File: src/rtl/row_fetch_ctrl.sv
// Row fetch controller: pulls one display row from memory in fixed-length bursts
// and writes it into the half of a ping-pong row buffer currently being filled.
module row_fetch_ctrl #(
    parameter int unsigned WORDS_PER_ROW = 80,
    parameter int unsigned BURST_LEN     = 8,
    parameter int unsigned NUM_ROWS      = 480,
    parameter logic [23:0] BASE_ADDR     = 24'h000000
) (
    input  logic         clk,
    input  logic         rst,
    input  logic         line_req,
    input  logic [8:0]   line_num,
    output logic         rd_req,
    output logic [23:0]  rd_addr,
    input  logic         rd_gnt,
    input  logic         rd_valid,
    input  logic [127:0] rd_data,
    output logic         buf_wr_en,
    output logic [6:0]   buf_wr_address,
    output logic [127:0] buf_wr_data,
    output logic         buf_sel,
    output logic         busy,
    output logic         line_done,
    output logic [1:0]   err
);

    localparam int unsigned NUM_BURSTS = WORDS_PER_ROW / BURST_LEN;
    localparam int BEAT_W = $clog2(BURST_LEN) + 1;
    localparam int BIDX_W = $clog2(NUM_BURSTS) + 1;

    localparam logic [1:0] IDLE = 2'd0;
    localparam logic [1:0] REQ  = 2'd1;
    localparam logic [1:0] RECV = 2'd2;
    localparam logic [1:0] DONE = 2'd3;

    localparam logic [BEAT_W-1:0] LAST_BEAT = BEAT_W'(BURST_LEN - 1);
    localparam logic [6:0]        LAST_WORD = 7'(WORDS_PER_ROW - 1);

    logic [1:0]         state_q, state_d;
    logic [8:0]         line_q;
    logic [BIDX_W-1:0]  burst_q;
    logic [BEAT_W-1:0]  beat_q;
    logic [6:0]         word_q;
    logic               wr_en_q;
    logic [6:0]         wr_addr_q;
    logic [127:0]       wr_data_q;
    logic               sel_q;
    logic [1:0]         err_q;

    logic               in_range;
    logic               accept;
    logic               bad_line;
    logic               overrun;
    logic               granted;
    logic               beat;
    logic               last_beat;
    logic               last_word;
    logic [23:0]        row_base;
    logic [23:0]        burst_off;
    logic [23:0]        req_addr;

    // Decode the events that drive every register update below
    always_comb begin
        in_range  = (32'(line_num) < NUM_ROWS);
        accept    = (state_q == IDLE) && line_req && in_range;
        bad_line  = (state_q == IDLE) && line_req && !in_range;
        // A request arriving mid-fetch (DONE included) is dropped and flagged
        overrun   = line_req && (state_q != IDLE);
        granted   = (state_q == REQ) && rd_gnt;
        // Beats are only counted while a burst is outstanding
        beat      = (state_q == RECV) && rd_valid;
        last_beat = beat && (beat_q == LAST_BEAT);
        last_word = beat && (word_q == LAST_WORD);
    end

    // Burst address: row base plus burst offset, wrapping at 24 bits
    always_comb begin
        row_base  = 24'(line_q) * 24'(WORDS_PER_ROW);
        burst_off = 24'(burst_q) * 24'(BURST_LEN);
        req_addr  = BASE_ADDR + row_base + burst_off;
    end

    // Next-state logic
    always_comb begin
        state_d = state_q;
        case (state_q)
            IDLE: begin
                if (accept) begin
                    state_d = REQ;
                end
            end
            REQ: begin
                if (rd_gnt) begin
                    state_d = RECV;
                end
            end
            RECV: begin
                if (last_beat) begin
                    state_d = last_word ? DONE : REQ;
                end
            end
            DONE: begin
                state_d = IDLE;
            end
            default: begin
                state_d = IDLE;
            end
        endcase
    end

    // State register
    always_ff @(posedge clk) begin
        if (rst) begin
            state_q <= IDLE;
        end else begin
            state_q <= state_d;
        end
    end

    // Row, burst, beat and word counters
    always_ff @(posedge clk) begin
        if (rst) begin
            line_q  <= '0;
            burst_q <= '0;
            beat_q  <= '0;
            word_q  <= '0;
        end else begin
            if (accept) begin
                line_q  <= line_num;
                burst_q <= '0;
                word_q  <= '0;
            end
            if (granted) begin
                beat_q <= '0;
            end
            if (beat) begin
                beat_q <= beat_q + BEAT_W'(1);
                word_q <= word_q + 7'd1;
            end
            if (last_beat && !last_word) begin
                burst_q <= burst_q + BIDX_W'(1);
            end
        end
    end

    // Registered buffer write port: one cycle behind the accepted beat
    always_ff @(posedge clk) begin
        if (rst) begin
            wr_en_q   <= 1'b0;
            wr_addr_q <= '0;
            wr_data_q <= '0;
        end else begin
            wr_en_q <= beat;
            if (beat) begin
                wr_addr_q <= word_q;
                wr_data_q <= rd_data;
            end
        end
    end

    // Ping-pong select flips once the row is complete; error flags are sticky
    always_ff @(posedge clk) begin
        if (rst) begin
            sel_q <= 1'b0;
            err_q <= '0;
        end else begin
            if (state_q == DONE) begin
                sel_q <= ~sel_q;
            end
            err_q <= err_q | {bad_line, overrun};
        end
    end

    // Outputs decoded from state and registers
    always_comb begin
        rd_req         = (state_q == REQ);
        rd_addr        = (state_q == REQ) ? req_addr : 24'd0;
        busy           = (state_q != IDLE);
        line_done      = (state_q == DONE);
        buf_wr_en      = wr_en_q;
        buf_wr_address = wr_addr_q;
        buf_wr_data    = wr_data_q;
        buf_sel        = sel_q;
        err            = err_q;
    end

endmodule

File: config.mk
export PLATFORM = sky130hd
export DESIGN_NAME = row_fetch_ctrl
export DESIGN_NICKNAME = d
export VERILOG_FILES = /design/src/rtl/row_fetch_ctrl.sv
export SDC_FILE = /design/constraint.sdc
export NUM_CORES = 1
export LEC_CHECK = 0
export BUFFER_PORTS_ARGS = -buffer_cell sky130_fd_sc_hd__clkbuf_2
export CELL_PAD_IN_SITES_DETAIL_PLACEMENT = 1
export CELL_PAD_IN_SITES_GLOBAL_PLACEMENT = 1
export CORE_ASPECT_RATIO = 0.9
export CORE_MARGIN = 1.5
export CORE_UTILIZATION = 33
export CTS_CLUSTER_DIAMETER = 200
export CTS_CLUSTER_SIZE = 12
export DETAILED_ROUTE_END_ITERATION = 10
export GPL_TIMING_DRIVEN = 0
export MAX_ROUTING_LAYER = met4
export PLACE_DENSITY_LB_ADDON = 0.1
export SYNTH_ARGS = -nofsm -noshare
export SYNTH_HDL_FRONTEND = slang
export SYNTH_SLANG_ARGS = --single-unit
File: constraint.sdc
create_clock -name clk -period 4 [get_ports clk]
set_input_delay 1.2 -clock clk [delete_from_list [all_inputs] [get_ports clk]]
set_output_delay 1.2 -clock clk [all_outputs]
set_load 0.01 [all_outputs]
# After elaboration in Yosys (flattened, before gate mapping)
# Cells that the tools add are included.
[op_classes]
bitwise = 2
add_sub_neg = 4
n_mul = 1
n_eq_ne = 8
n_lt_le_gt_ge = 1
n_shift = 0
n_mux = 12
div = 0
n_reduce_logical = 17
[op_table]
columns = ["operator", "n"]
rows = [
  ["16-bit by 8-bit adder with 17-bit output", 1],
  ["17-bit 2-to-1 mux", 1],
  ["7-bit 2-to-1 mux", 2],
  ["9-bit by 3-bit multiplier with 12-bit output, second input constant", 1],
  ["5-bit 2-to-1 mux", 2],
  ["1-bit logical AND", 9],
  ["9-bit < comparator, second input constant", 1],
  ["2-bit 2-to-1 mux", 4],
  ["4-bit 2-to-1 mux", 2],
  ["2-bit one-hot mux with 4 select lines", 1],
  ["2-bit nonzero test", 4],
  ["7-bit by 1-bit adder with 7-bit output, second input constant", 1],
  ["7-bit == test, second input constant", 1],
  ["5-bit by 1-bit adder with 5-bit output, second input constant", 1],
  ["4-bit by 1-bit adder with 4-bit output, second input constant", 1],
  ["2-bit == test, second input constant", 2],
  ["4-bit by 3-bit == test with 1-bit output, second input constant", 1],
  ["2-bit inequality test, second input constant", 2],
  ["3-bit AND reduction", 1],
  ["2-bit by 1-bit == test with 1-bit output, second input constant", 1],
  ["1-bit zero test", 2],
  ["2-bit zero test", 1],
  ["2-bit by 1-bit inequality test with 1-bit output, second input constant", 1],
  ["2-bit bitwise OR", 1],
  ["1-bit inverter", 1],
]
[word_totals]
latchBits = 0
elab_cells = 55
in_bits = 142
mem_bits_ro = 0
reg_bits = 166
mem_bits_rw = 0
mem_count = 0

# Depth between registers and ports, before layout
[depth]
ltp_word = 6
ltp_mapped = 9
ltp_nobuf = 9

# Least setup slack after synthesis
# Ideal clock, no wire load.
[synth_path]
path_kind = "flip-flop to output port"
start = "register line_q[1]"
end = "output port rd_addr[13]"
slack_ps = 194
stages_incl_launch_ff = 10
arrival_time_ps = 2606
cell_sequence = "dfxtp_1 ha_1 ha_1 fa_1 a21o_1 a2111oi_1 a311oi_1 a21boi_2 a21oi_1 a311o_1"
[synth_via]
elab_chain_len = 3
[synth_rtl]
columns = ["item", "line", "source"]
rows = [
  ["start: declaration", "40", "logic [8:0] line_q;"],
  ["start signal: assignment", "129", "line_q <= line_num;"],
  ["9-bit by 3-bit multiplier with 12-bit output", "78", "row_base = 24'(line_q) * 24'(WORDS_PER_ROW);"],
  ["16-bit by 8-bit adder with 17-bit output", "80", "req_addr = BASE_ADDR + row_base + burst_off;"],
  ["17-bit 2-to-1 mux", "177", "rd_addr = (state_q == REQ) ? req_addr : 24'd0;"],
  ["end: declaration", "14", "output logic [23:0] rd_addr,"],
]
# No other way between the ends.

# Final worst setup path
[layout_path]
start = "register line_q[3]"
end = "output port rd_addr[13]"
# Same word-level chain as after synthesis.

==> flow_summary.yaml <==
grt:
  grt-ovfl-total: 0
  grt_pass1_vias: 6969
  grt_pass1_wl_um: 36000
  grt_antenna_before_repair: 0
  grt_max_degree: 17
  grtUsageTotal_pct: 21.9
power:
  clkPwrFrac_pct: 45.1
  p_sw_share_pct: 25.7
  power.total_mw: 3.83
  ir_worst_vdd_mv: 0.276
  p_comb_share_pct: 10.2
  switching_power_uw: 986
  p_seq_share_pct: 44.6
  power_density_nw_per_um2: 408
  p_leak_nw: 4.05
  p_int_mw: 2.85
synthesis:
  yosys_most_used_dff: "dfxtp_1"
  synth_edf_count: 0
  ys_ff_latch: 166
  netlist_area_um2: 6780
  yosysSeqAreaShare_pct: 49.0
  synth.area.top_cells: "dfxtp_1 (49%), nand2_1 (17%), a21oi_1 (12%), ha_1 (3.9%), clkbuf_1 (2.8%)"
  yosysWarnings: 0
  synth_area_per_cell_um2: 7.77
  synth_top_area_share_pct: 49.0
  synth.distinct_cells: 51
  synthArstFlopShare_pct: 0
  synth_cells: 872
  synth_top_area_cell: "dfxtp_1"
routing:
  viasPerCell: 4.73
  wl_per_cell_um: 15.5
  ant_nets: 0
  drc: 0
  wl_um: 22700
  drt_iter0_markers: 228
  num_vias: 6948
  firstDrtPassIters: 4
die:
  die_w_um: 154
  die_y_um: 139
  num_io_pins: 308
  initial_core_util_pct: 33.8
  dieArea_um2: 21400
  rows: 49
  core_area_um2: 20000
final_layout:
  layout-drive-gt1-share_pct: 30.3
  syn_to_final_growth_pct: 38.8
  post-route-cell-area_um2: 9410
  diodes: 0
  post-route-util_pct: 46.9
  fillers: 2561
  fin_nets: 1367
sta:
  tightestPinTransition_ns: 0.732
  grt_setup_unrepaired: "true"
  hold_violations: 0
  fin_ws_ns: -0.186
  maxSlewViolCount: 0
  maxSlewHeadroom_pct: 51.2
  finClkSkew_ns: 0.00921
  max_freq_mhz: 239
  post-route-period-util_pct: 105
  min_period_ns: 4.19
  finalSetupViolations: 3
status:
  status: "finished, violations left"
  violations: "negative setup slack"
setup_path:
  critPathKind: "reg -> out"
  r2r_end: "word_q[5]"
  reg2reg_slack_ns: 1.93
  timing.rr.start: "state_q[1]"
  slowest_stage: "fa_2"
  worstPathArrival_ns: 2.99
  r2r_cells: 5
  path_common_cell: "ha_4"
  worstSetupStartpoint: "line_q[3]"
  cp-start-kind: "register"
  cpPeakStageDelay_ns: 0.39
  required_ns: 2.80
  endpoint_kind: "output port"
  crit_path_end: "rd_addr[13]"
  path_cells: "ha_4 -> ha_4 -> fa_2 -> a21o_1 -> a2111oi_4 -> a311oi_2 -> a21boi_2 -> a21oi_1 -> a311o_1 -> clkbuf_2"
  cp_max_fo: 3
clock_tree:
  cts_tree: "yes"
  cts_made_buffers: 17
  cts_htree_levels: 4
  cts_sinks: 166
  clk_pin_slew_worst_paths_ns: 0.07
  ctsHoldBuffers: 0
  cts-root-buf: "clkbuf_16"
  clkLatencyLatePin_ns: 0.43
  clockBufferDepth: 2
place:
  io_buffers: 295
  hpwlAfterDp_um: 17100
  routabilityCongestion: 0.759
  placed_area_um2: 8610
job:
  drv_cap: 0
hold_path:
  worstHoldPathType: "reg -> reg"
  hold_start: "buf_wr_data[66]"
-- cell type report --
type	count	area (µm²)	area share (%)
sequential	166	3330	35.4
multi-input combinational	644	3310	35.2
timing repair buffer	301	1520	16.2
clock buffer	17	425	4.52
tap	255	319	3.39
buffer	64	283	3.01
clock inverter	14	185	1.97
inverter	8	30.0	0.319
-- worst min-delay path by stage --
stage / end / cells after the start
floorplan: beat_q[2] / 1
global placement: buf_wr_data[39] / 2
detailed placement: buf_wr_data[95] / 2
CTS: buf_wr_data[99] / 2
global route: buf_wr_data[21] / 2
finish: buf_wr_data[66] / 2
-- synthesized netlist by cell type, types with 5 or more instances --
library cell    n
inv_1           7
dfxtp_1       166
nor2_1         51
xnor2_1        10
a211oi_1        5
nand3_1         9
and2_1          5
a21oi_1       160
buf_4          11
o21ai_0         7
nand2_1       298
nor3_1          5
ha_1           21
o21ai_1         5
clkbuf_1       51
-- kinds of logic after synthesis --
| logic type | Yosys count | synth area share, % |
|---|---|---|
| mux | 1 | 0.148 |
| fa+ha+maj | 23 | 4.47 |
| compound gates | 206 | 16.8 |
| flops | 166 | 49.0 |
| buf+inv | 72 | 4.61 |
| other cells | 1 | 0.0553 |
| simple gates | 390 | 23.2 |
| xor+xnor | 13 | 1.68 |
-- power groups by stage --
| stage | Sequential [mW] | Clock, mW | Combinational [mW] |
|---|---|---|---|
| detailed placement | 1.75 | 0 | 0.371 |
| finish | 1.71 | 1.73 | 0.392 |
| CTS | 1.71 | 1.77 | 0.392 |
| global route | 1.71 | 1.84 | 0.437 |
| floorplan | 1.75 | 0 | 0.196 |
| global placement | 1.75 | 0 | 0.368 |
-- what timing repair did --
item / in CTS / in global routing
setup buffers: 6 / 0
pin swaps: 12 / 4
gates resized for setup: 27 / 4
setup endpoints to repair: 5 / 4
-- flip-flops by register name, indices dropped and copies added, names as in the netlist, 2 cells and up --
register and flops:
buf_wr_data 128, line_q 9, buf_wr_address 7, word_q 7
burst_q 5, beat_q 4, err 2, state_q 2
-- per-stage QoR --
stage | setup TNS (ns) | instances | worst slack [ns] | hold slack (ns)
after floorplan | 0 | 882 | 0.194 | 0.453
after global placement | -0.0938 | 1432 | -0.0938 | 0.441
after detailed placement | -0.177 | 1432 | -0.160 | 0.446
after CTS | -0.462 | 1469 | -0.171 | 0.456
after global routing | -1.05 | 1469 | -0.315 | 0.473
final | -0.437 | 1469 | -0.186 | 0.452
-- cells in the final DEF, fill, tap and decap left out, types with 2 or more instances in the layout --
cell and instances:
clkbuf_2 293, or3_1 4, nor2b_1 4, clkbuf_1 51
o21bai_1 3, a21oi_1 159, clkinvlp_4 2, conb_1 11
buf_4 17, clkbuf_16 17, buf_2 3, dfxtp_2 2
ha_2 2, o21ai_0 7, bufinv_16 3, xnor2_1 10
ha_4 4, dfxtp_1 162, nor3_1 5, o21ai_1 5
xor2_1 2, inv_8 2, a211oi_1 5, inv_1 7
nor2_1 51, a21o_1 4, nand2b_1 2, nand4_1 2
a31oi_1 3, a311oi_1 3, inv_6 5, nand3_1 9
dfxtp_4 2, and3_1 3, and2_1 5, ha_1 15
nand2_1 298, a311o_1 2, a2111oi_2 2
-- worst max-delay path: cells and delay by family (launching register included) --
family | cells | cell delay [ns]
AOI/OAI and AO/OA | 6 | 1.28
DFF | 1 | 0.36
buffers and inverters | 1 | 0.13
adders and majority gates | 3 | 0.80
-- layer usage --
layer	GRT usage, %	share of wire [%]	up-vias
met2	36.3	48	180
met1	25.6	44	3223
met3	7.12	6.7	22
li1	-	-	3523
met5	-	0	-
met4	5.26	1.2	0
Power figures use the tool's default switching activity.
